File: config.mk
export PLATFORM = sky130hd
export DESIGN_NAME = ninjakun_snd_filter
export DESIGN_NICKNAME = d
export VERILOG_FILES = /design/src/rtl/ninjakun_snd_filter.sv
export SDC_FILE = /design/constraint.sdc
export NUM_CORES = 1
export LEC_CHECK = 0
export ABC_AREA = 1
export BUFFER_PORTS_ARGS = -buffer_cell sky130_fd_sc_hd__buf_2
export CAP_MARGIN = 5
export CORE_UTILIZATION = 50
export CTS_BUF_LIST = sky130_fd_sc_hd__clkbuf_4 sky130_fd_sc_hd__clkbuf_8 sky130_fd_sc_hd__clkbuf_16
export DETAILED_ROUTE_END_ITERATION = 6
export GPL_ROUTABILITY_DRIVEN = 0
export PLACE_DENSITY = 0.7
export SYNTH_ARGS = -nofsm -noshare
export SYNTH_HDL_FRONTEND = slang
export SYNTH_SLANG_ARGS = --single-unit
File: constraint.sdc
create_clock -name SHCLK -period 6 [get_ports SHCLK]
set_clock_uncertainty 0.15 [all_clocks]
set_input_delay 0 -clock SHCLK [delete_from_list [all_inputs] [get_ports SHCLK]]
set_output_delay 0 -clock SHCLK [all_outputs]
set_load 0.1 [all_outputs]
File: src/rtl/ninjakun_snd_filter.sv
// ninjakun_snd_filter: decimates the PSG mix, optionally removes DC, low-passes and saturates.
// Build option: define SNDFLT_DCBLOCK_EN to include the DC blocker in stage A.
module ninjakun_snd_filter #(
    parameter int DIV      = 500,
    parameter int DC_SHIFT = 10,
    parameter int LP_SHIFT = 2
) (
    input  logic        SHCLK,
    input  logic        RESET,
    input  logic [15:0] SNDIN,
    input  logic        MUTE,
    input  logic        pause,
    output logic [15:0] SNDOUT,
    output logic        SNDSTB
);

    if (DIV < 4 || DIV > 4095 || LP_SHIFT < 0 || LP_SHIFT > 8 || DC_SHIFT < 1 || DC_SHIFT > 23)
    begin : g_bad_param
        $error("ninjakun_snd_filter: parameter out of range");
    end

    localparam logic [11:0] CNT_LAST = 12'(DIV - 1);

    logic [11:0]        cnt;
    logic               tick;
    logic               vs;
    logic               va;
    logic               stb;
    logic signed [23:0] x_in;
    logic signed [23:0] x;
    logic signed [23:0] d_next;
    logic signed [23:0] d;
    logic signed [23:0] l_next;
    logic signed [23:0] l;
    logic [15:0]        l_sat;

    assign tick = (cnt == CNT_LAST) && !pause;

    // Offset-binary to two's complement is an MSB flip, then sign-extend.
    assign x_in = MUTE ? 24'sd0 : {{9{~SNDIN[15]}}, SNDIN[14:0]};

`ifdef SNDFLT_DCBLOCK_EN
    logic signed [23:0] xp;
    logic signed [23:0] yp;

    assign d_next = x - xp + yp - (yp >>> DC_SHIFT);
`else
    assign d_next = x;
`endif

    assign l_next = l + ((d - l) >>> LP_SHIFT);

    always_comb begin
        if (l_next > 24'sd32767) begin
            l_sat = 16'h7fff;
        end else if (l_next < -24'sd32768) begin
            l_sat = 16'h8000;
        end else begin
            l_sat = l_next[15:0];
        end
    end

    always_ff @(posedge SHCLK) begin
        if (RESET) begin
            cnt    <= 12'd0;
            vs     <= 1'b0;
            va     <= 1'b0;
            stb    <= 1'b0;
            x      <= 24'sd0;
            d      <= 24'sd0;
            l      <= 24'sd0;
            SNDOUT <= 16'h0000;
`ifdef SNDFLT_DCBLOCK_EN
            xp     <= 24'sd0;
            yp     <= 24'sd0;
`endif
        end else if (!pause) begin
            cnt <= (cnt == CNT_LAST) ? 12'd0 : cnt + 12'd1;
            vs  <= tick;
            va  <= vs;
            stb <= va;
            if (tick) begin
                x <= x_in;
            end
            if (vs) begin
                d  <= d_next;
`ifdef SNDFLT_DCBLOCK_EN
                xp <= x;
                yp <= d_next;
`endif
            end
            // Output register is loaded together with l so SNDOUT and SNDSTB line up.
            if (va) begin
                l      <= l_next;
                SNDOUT <= l_sat;
            end
        end
    end

    // stb survives a pause so a strobe falling due during it is delivered on release.
    assign SNDSTB = stb && !pause;

endmodule

==> out/summary.txt, run 1 <==
Pleak - 3.73 nW
I/O pins - 37
setup ws final - 1.32 ns
CP startpoint - l[4]
Post-Syn Area per Cell - 6.34 sq um
Cell Area, Synth - 0.00636 sq mm
number of flops mapped to enable cells by yosys - 0
reg2reg end - SNDOUT[11]
Worst setup SP type - flip-flop
max-cap viol count - 0
total routed wirelength - 16.4 mm
crit path DAT - 4.82 ns
Die Area - 0.0132 sq mm
slew margin rel. - 40.4%
synth unique cells - 42
GRT Overall Usage - 26.5%
final worst-path cycle share - 77.9%
Peak VDD IR - 0.155 mV
post-synthesis cell count - 1,004
violation count after the first detailed-route iteration - 473
DRC viols - 0
CTS sink cnt - 87
gr ovfl total - 0
Final Hold Violating Endpoints - 0
Worst EP required - 6.14 ns
CP endpoint - SNDOUT[11]
area leader, netlist - dfxtp_1
CP Max Fanout - 11
initial antenna violation count - 0
clock root buffer - clkbuf_16
Async SR Flop Fraction - 0%
Nets - 1,118
Power Internal - 0.944 mW
Initial Util - 52.1%
share of the synthesized area in the top cell type - 27.4%
Synth Net Count - 1,072
die width - 115 um
Max Freq - 214 MHz
Hold WC Path Type - in -> reg
clock share of power - 49.7%
sw frac - 22.7%
synthesis-stage register bit count - 87
# Post-CTS Setup Buffers - 0
Seq pwr share - 47.5%
TritonCTS clock tree - built
Setup crit end kind - flip-flop
multi-input logic area - 0.00387 sq mm
routed vias - 6,135
CORE AREA - 0.0122 sq mm
routed len/inst - 13.4 um
most frequent cells in the layout - nand2_1, inv_1, nor2_1
DR vias/cell - 5.02
ys flop type - dfxtp_1
htree depth - 3
DP Worst Slack - 1.40 ns
Worst-Margin Slew - 0.893 ns
later-pin clock latency in the skew report - 0.35 ns
Fillers - 1,255
synth warn - 0
P&R area growth vs syn - 12.4%
Sw Pwr - 0.277 mW
Worst R2R Start - l[4]
post-route insts no fill - 1,223
largest net degree at the start of global routing - 56
first-pass GRT wire length - 27.2 mm
CP Class - reg -> reg
flop-to-flop setup slack - 1.32 ns
number of global-route vias before repair - 5,617
Seq. cell area - 0.00174 sq mm
clock buffer count from CTS - 9
combinational power share - 2.9%
Antenna Violating Nets Remaining - 0
Max clock buf depth - 2
commonest non-fill, non-tap cell in the layout - nand2_1
share of post-route cells with drive strength above 1 - 10.0%
pwr dens - 171 mW/mm^2
# setup viols final - 0
DP Wirelength - 12.5 mm
ranking of synthesized cells by area - dfxtp_1, nand2_1, inv_1
register area share after synthesis - 27.4%
status - finished clean
Antenna Cells - 0
CTS clock-pin slew for the worst setup and hold paths - 0.07 ns
Die Span Y - 115 um
row cnt - 40
Min Clock Period, post-route - 4.68 ns
Cells after DPL - 1,190
Slew Limit Fails - 0
final setup TNS - 0 ns
RSZ-0062 raised after global routing - no
DRT Pass-1 Iters - 4
worst reg2reg path depth - 25
Port Buf Inserts - 36
-- power groups by stage --
stage | Sequential, mW | Clock, mW | Combinational, mW
final | 0.579 | 0.606 | 0.0352
after global routing | 0.579 | 0.635 | 0.0390
after CTS | 0.579 | 0.613 | 0.0348
after detailed placement | 0.593 | 0 | 0.0265
after global placement | 0.593 | 0 | 0.0265
after floorplan | 0.593 | 0 | 0.0148
-- logic make-up (layout without fill, tap and decap cells) --
kind of cell | after synthesis | after routing | share of synthesized area, %
buffers and inverters | 190 | 241 | 11.7
AND/OR/NAND/NOR | 479 | 479 | 33.2
adder cells (fa/ha/maj) | 48 | 48 | 9.56
XOR/XNOR | 26 | 26 | 3.58
AO/OA/AOI/OAI | 174 | 174 | 14.6
flip-flops | 87 | 87 | 27.4
-- worst min path at each step --
stage / start / end / slack (ns) / cells past startpoint
detailed placement: SNDIN[15] / d_next[22] / 0.07 / 2
finish: RESET / l[6] / 0.04 / 2
global route: RESET / l[6] / 0.06 / 2
global placement: SNDIN[15] / d_next[22] / 0.06 / 2
floorplan: SNDIN[15] / d_next[22] / -0.03 / 1
CTS: RESET / l[6] / 0.03 / 2
-- routing by layer --
metal / global-route usage (%) / up-vias / wire [um] / part of all wire, %
met5: 0 / - / 0 / 0
met4: 10.2 / 0 / 447 / 2.7
met3: 3.95 / 27 / 708 / 4.3
met2: 42.9 / 142 / 7220 / 44
met1: 35.7 / 2676 / 8070 / 49
li1: - / 3290 / - / -
-- synth_stat cells, drive strengths merged (5+ instances only) --
cell and number:
nand3 58, nand4 13, dfxtp 87, buf 5, inv 169, o21ai 70, ha 47, xnor2 9
nand2 284, xor2 17, a21oi 88, nor3 8, nor2 99, clkbuf 16
-- final cells by class --
class                           instances  share of cell area, %
Clock inverter                          5                  0.910
Inverter                              169                   8.87
Timing Repair Buffer                   56                   5.22
Multi-Input combinational cell        727                   54.2
Sequential cell                        87                   24.4
Clock buffer                           11                   3.54
Tap cell                              168                   2.94
-- stage by stage --
step / total power, mW / utilization [%] / hold slack [ns] / area [sq um]
6_report: 1.22 / 58.5 / 0.0393 / 7150
2_1_floorplan: 0.607 / - / -0.0345 / 6360
3_3_place_gp: 0.619 / 54.5 / 0.0592 / 6660
5_1_grt: 1.25 / 58.5 / 0.0624 / 7150
3_5_place_dp: 0.619 / 54.5 / 0.0674 / 6660
4_1_cts: 1.23 / 58.5 / 0.0321 / 7150
-- sequential cells by signal (all words and copies together) (netlist names) --
signal	cells
va	1
cnt	12
l	24
stb	1
d	16
vs	1
d_next	16
SNDOUT	16
-- critical path: stages, from the launching register on --
cell	delay, ns
dfxtp_1	0.36
inv_1	0.07
ha_1	0.35
nand2_1	0.09
nor3_1	0.29
a21oi_1	0.16
o21ai_0	0.36
nand3_1	0.13
o2111ai_1	0.18
a21oi_1	0.15
xor2_1	0.18
ha_1	0.40
nand2_1	0.13
nor2_1	0.17
nand2_1	0.12
nor2_1	0.11
nand2_1	0.12
nand4_1	0.15
nand3_2	0.09
nor2_2	0.12
nand3_2	0.26
nand2_1	0.22
nand2_1	0.08
nand3_1	0.07
nand2_1	0.06
inv_1	0.06
-- what timing repair did --
| item | in CTS | in global routing |
|---|---|---|
| hold buffers | 17 | 0 |
| endpoints found under the hold margin | 21 | 0 |
| resized for setup | 0 | 0 |
Note: power is estimated with default switching activity, not from simulation.
==> inputs of run 2 (changes only) <==
PLACE_DENSITY = 0.73   (was 0.7)
clock period = 4.24 ns   (was 6 ns; I/O delays follow)
==> out/summary.txt, run 2 (synthesis gave the netlist of run 1 again) <==
Top reg by flops - l (unchanged)
GR Util met2 - 47.1% (was 42.9%)
flop-to-flop setup slack - 0.08 ns (was 1.32 ns)
Antenna Violating Nets Remaining - 0 (unchanged)
clock buffer count from CTS - 9 (unchanged)
htree depth - 3 (unchanged)
Max clock buf depth - 2 (unchanged)
DRT Pass-1 Iters - 5 (was 4)
Port Buf Inserts - 36 (unchanged)
routed len/inst - 14.8 um (was 13.4 um)
number of global-route vias before repair - 6,041 (was 5,617)
# setup viols final - 0 (unchanged)
crit path DAT - 4.25 ns (was 4.82 ns)
routed vias - 6,776 (was 6,135)
gr ovfl total - 0 (unchanged)
share of post-route cells with drive strength above 1 - 25.9% (was 10.0%)
initial antenna violation count - 0 (unchanged)
Worst setup SP type - flip-flop (unchanged)
I/O pins - 37 (unchanged)
Nets - 1,177 (was 1,118)
GRT Overall Usage - 27.9% (was 26.5%)
met1 usage - 35.8% (was 35.7%)
Setup crit end kind - flip-flop (unchanged)
fin util - 67.2% (was 58.5%)
total routed wirelength - 18.9 mm (was 16.4 mm)
Worst-Margin Slew - 1.03 ns (was 0.893 ns)
P&R area growth vs syn - 29.0% (was 12.4%)
later-pin clock latency in the skew report - 0.35 ns (about the same)
DP Wirelength - 13.0 mm (was 12.5 mm)
first-pass GRT wire length - 28.6 mm (was 27.2 mm)
commonest non-fill, non-tap cell in the layout - nand2_1 (unchanged)
Worst EP required - 4.33 ns (was 6.14 ns)
clock root buffer - clkbuf_16 (unchanged)
violation count after the first detailed-route iteration - 480 (was 473)
hold slack - 0.0330 ns (was 0.0393 ns)
Pleak - 4.11 nW (was 3.73 nW)
row cnt - 40 (unchanged)
most frequent cells in the layout - nand2_1, inv_1, nor2_1 (unchanged)
GRT Max-Usage Layer - met2 (unchanged)
max-cap viol count - 0 (unchanged)
status - finished clean (unchanged)
RSZ-0062 raised after global routing - yes (was no)
Die Area - 0.0132 sq mm (unchanged)
pwr dens - 203 mW/mm^2 (was 171 mW/mm^2)
Largest register FFs - 24 (unchanged)
Min Clock Period, post-route - 4.16 ns (was 4.68 ns)
Die Span Y - 115 um (unchanged)
Peak VDD IR - 0.228 mV (was 0.155 mV)
Initial Util - 52.1% (unchanged)
Slew Limit Fails - 0 (unchanged)
Hold WC Path Type - in -> reg (unchanged)
largest net degree at the start of global routing - 56 (unchanged)
GR Util met3 - 3.27% (was 3.95%)
Fillers - 1,071 (was 1,255)
CTS clock-pin slew for the worst setup and hold paths - 0.08 ns (was 0.07 ns)
Antenna Cells - 0 (unchanged)
CP Class - reg -> reg (unchanged)
DRC viols - 0 (unchanged)
CP Max Fanout - 7 (was 11)
slew margin rel. - 31.2% (was 40.4%)
Max Freq - 240 MHz (was 214 MHz)
final worst-path cycle share - 98.1% (was 77.9%)
CTS sink cnt - 87 (unchanged)
CORE AREA - 0.0122 sq mm (unchanged)
TritonCTS clock tree - built (unchanged)
Final Hold Violating Endpoints - 0 (unchanged)
die width - 115 um (unchanged)
DR vias/cell - 5.29 (was 5.02)
==> run 2: cell count changes in the layout (fill, tap and decap cells not counted), sizes merged <==
cell,change
nand3,+1
clkinvlp,-1
clkbuf,-2
clkinv,+2
inv,+2
buf,+58
bufinv,-1
==> run 2: final timing paths <==
| check | start | end | depth (start not counted) |
|---|---|---|---|
| setup / recovery | l[11] | SNDOUT[4] | 26 |
| hold / removal | RESET | l[6] | 2 |
| setup reg to reg | l[11] | SNDOUT[4] | 26 |
| hold reg to reg | stb | stb | 2 |
==> run 2: power by group <==
| part | total [mW] | internal, mW | switching (mW) |
|---|---|---|---|
| combinational | 0.0509 | 0.0222 | 0.0287 |
| sequential | 0.820 | 0.818 | 0.00138 |
| clock | 0.795 | 0.411 | 0.384 |
| total | 1.67 | 1.25 | 0.414 |
==> run 2: what timing repair did <==
action | in CTS | in global routing
resized for setup | 9 | 147
setup endpoints to repair | 15 | 19
pin swaps | 7 | 51
hold buffers | 17 | 0
cloned | 0 | 1
hold endpoints to repair | 21 | 0
setup buffers | 4 | 8
==> run 2: through the flow <==
step	TNS [ns]	power, mW	instances	setup slack [ns]	instance area (sq um)
2_1_floorplan	0	0.859	1004	0.419	6360
3_3_place_gp	-0.215	0.875	1236	-0.0375	7020
3_5_place_dp	-0.892	0.875	1236	-0.0841	7020
4_1_cts	0	1.67	1273	0.00398	7540
5_1_grt	-1.52	1.71	1282	-0.139	8210
6_report	0	1.67	1282	0.0819	8210
==> run 2: critical path, stage by stage (launching register included) <==
cell,delay [ns]
dfxtp_1,0.35
inv_1,0.10
ha_4,0.26
a21oi_1,0.31
o21ai_0,0.19
a21oi_1,0.24
nand3_2,0.15
nand4_1,0.10
nand2_1,0.07
xor2_1,0.15
ha_1,0.38
nand2_2,0.11
nor2_4,0.11
nand2_2,0.06
nor2_1,0.09
nand2_1,0.08
buf_4,0.14
nand3_2,0.06
nand2_2,0.07
nand2_2,0.08
nand2_2,0.07
nor2_4,0.13
nand3_4,0.13
nand3_4,0.20
nand2_2,0.09
o21ai_2,0.13
inv_1,0.06
==> run 2: metal layers <==
| metal | vias to the layer above | part of all wire, % |
|---|---|---|
| li1 | 3408 | - |
| met1 | 3123 | 44 |
| met2 | 200 | 47 |
| met3 | 45 | 5.0 |
| met4 | 0 | 3.7 |
| met5 | - | 0 |
==> run 2: area by class of cell <==
type | count | area, sq um | area share (%)
Sequential cell | 87 | 1760 | 21.4
Tap cell | 168 | 210 | 2.56
Inverter | 169 | 634 | 7.73
Clock buffer | 9 | 225 | 2.74
Multi-Input combinational cell | 728 | 4490 | 54.7
Timing Repair Buffer | 114 | 825 | 10.0
Clock inverter | 7 | 66.3 | 0.808
==> inputs of run 3 (changes only) <==
CORE_UTILIZATION = 56   (was 50)
PLACE_DENSITY = 0.78   (was 0.73)
==> out/summary.txt, run 3 (synthesis gave the netlist of run 1 again) <==
status - finished clean (unchanged)
RSZ-0062 raised after global routing - yes (unchanged)
most frequent cells in the layout - nand2_1, inv_1, nor2_1 (unchanged)
routed vias - 6,943 (was 6,776)
final worst-path cycle share - 98.9% (was 98.1%)
Hold EP - l[6] (unchanged)
hold path depth - 2 (unchanged)
Die Span Y - 109 um (was 115 um)
Fillers - 808 (was 1,071)
later-pin clock latency in the skew report - 0.35 ns (about the same)
# setup viols final - 0 (unchanged)
largest net degree at the start of global routing - 56 (unchanged)
Max clock buf depth - 2 (unchanged)
Pleak - 4.18 nW (was 4.11 nW)
Nets - 1,168 (was 1,177)
Final Hold Violating Endpoints - 0 (unchanged)
Slowest-stage cell, CP - ha_2 (was ha_1)
clock root buffer - clkbuf_16 (unchanged)
max-cap viol count - 0 (unchanged)
pwr dens - 203 mW/mm^2 (about the same)
Antenna Violating Nets Remaining - 0 (unchanged)
worst reg2reg path depth - 29 (was 26)
Worst R2R Start - l[2] (was l[11])
row cnt - 38 (was 40)
flop-to-flop setup slack - 0.05 ns (was 0.08 ns)
setup ws final - 0.0466 ns (was 0.0819 ns)
Worst path max stage delay - 0.43 ns (was 0.38 ns)
htree depth - 3 (unchanged)
CORE AREA - 0.0109 sq mm (was 0.0122 sq mm)
Setup crit end kind - flip-flop (unchanged)
post-route insts no fill - 1,245 (was 1,282)
DR vias/cell - 5.58 (was 5.29)
die width - 109 um (was 115 um)
Seq. cell area - 0.00176 sq mm (about the same)
Peak VDD IR - 0.282 mV (was 0.228 mV)
Largest register FFs - 24 (unchanged)
crit path DAT - 4.34 ns (was 4.25 ns)
Top reg by flops - l (unchanged)
commonest non-fill, non-tap cell in the layout - nand2_1 (unchanged)
Hold Startpoint - RESET (unchanged)
Initial Util - 58.2% (was 52.1%)
CTS sink cnt - 87 (unchanged)
Die Area - 0.0118 sq mm (was 0.0132 sq mm)
reg2reg end - SNDOUT[7] (was SNDOUT[4])
gr ovfl total - 0 (unchanged)
Port Buf Inserts - 36 (unchanged)
GRT Overall Usage - 31.6% (was 27.9%)
CP startpoint - l[2] (was l[11])
I/O pins - 37 (unchanged)
total routed wirelength - 19.7 mm (was 18.9 mm)
share of post-route cells with drive strength above 1 - 27.2% (was 25.9%)
DP Wirelength - 12.7 mm (was 13.0 mm)
CP Max Fanout - 6 (was 7)
multi-input logic area - 0.00458 sq mm (was 0.00449 sq mm)
slew margin rel. - 33.1% (was 31.2%)
DRT Pass-1 Iters - 5 (unchanged)
Max Freq - 238 MHz (was 240 MHz)
DRC viols - 0 (unchanged)
Worst-Margin Slew - 1.00 ns (was 1.03 ns)
Cells after DPL - 1,190 (was 1,236)
Crit path top cell by count - nand2_2 (unchanged)
Min Clock Period, post-route - 4.19 ns (was 4.16 ns)
P&R area growth vs syn - 28.6% (was 29.0%)
DP Worst Slack - -0.108 ns (was -0.0841 ns)
violation count after the first detailed-route iteration - 625 (was 480)
total power - 1.66 mW (was 1.67 mW)
routed len/inst - 15.9 um (was 14.8 um)
Slew Limit Fails - 0 (unchanged)
first-pass GRT wire length - 28.8 mm (was 28.6 mm)
Hold WC Path Type - in -> reg (unchanged)
CTS clock-pin slew for the worst setup and hold paths - 0.06 ns (was 0.08 ns)
Antenna Cells - 0 (unchanged)
number of global-route vias before repair - 6,255 (was 6,041)
clock buffer count from CTS - 9 (unchanged)
CP Class - reg -> reg (unchanged)
Worst EP required - 4.39 ns (was 4.33 ns)
Worst setup SP type - flip-flop (unchanged)
TritonCTS clock tree - built (unchanged)
initial antenna violation count - 0 (unchanged)
## run 3: per-layer routing
layer	routed length (um)	vias up	GRT usage [%]
li1	-	3404	-
met1	7890	3146	38.8
met2	9420	305	52.8
met3	1360	88	4.64
met4	1060	0	17.1
met5	0	-	0
## run 3: critical path, delay by kind of cell (launching register included)
| kind | cells | cell delay, ns |
|---|---|---|
| and+or+nand+nor | 15 | 1.29 |
| AOI/OAI and AO/OA | 7 | 1.19 |
| adders and majority gates | 2 | 0.68 |
| DFF | 1 | 0.35 |
| buffers and inverters | 4 | 0.29 |
| xor gates and xnor gates | 1 | 0.17 |
## run 3: report_power, final
group | internal, mW | switching [mW]
Sequential | 0.818 | 0.00138
Combinational | 0.0222 | 0.0286
Clock | 0.423 | 0.367
Total | 1.26 | 0.397
## run 3: worst max path at each step
stage	to	slack (ns)	cells after the start
floorplan	SNDOUT[8]	0.42	30
global placement	SNDOUT[11]	0.01	30
detailed placement	SNDOUT[14]	-0.11	30
CTS	SNDOUT[4]	0.006	28
global route	SNDOUT[7]	-0.18	30
finish	SNDOUT[7]	0.05	29
## run 3: area by class of cell
cell class	count	share of cell area [%]
Multi-Input combinational cell	729	55.9
Timing Repair Buffer	104	9.01
Tap cell	140	2.14
Clock buffer	10	2.92
Clock inverter	6	0.642
Inverter	169	7.81
Sequential cell	87	21.5
## run 3: repair_timing
| action | 4_1_cts | 5_1_grt |
|---|---|---|
| buffers inserted | 1 | 19 |
| hold endpoints to repair | 21 | 0 |
| gates cloned | 2 | 0 |
| hold buffers | 17 | 0 |
| pin swaps | 2 | 70 |
| endpoints found under the setup margin | 15 | 19 |
| gates resized for setup | 8 | 178 |
## run 3: per-stage QoR
stage / setup TNS, ns / util [%] / instance area (sq um) / hold WS [ns]
6_report: 0 / 74.8 / 8180 / 0.0355
3_5_place_dp: -0.557 / 62.5 / 6840 / 0.0584
3_3_place_gp: 0 / 62.5 / 6840 / 0.0508
4_1_cts: 0 / 67.3 / 7350 / 0.00941
5_1_grt: -2.32 / 74.8 / 8180 / 0.0486
2_1_floorplan: 0 / - / 6360 / -0.0345
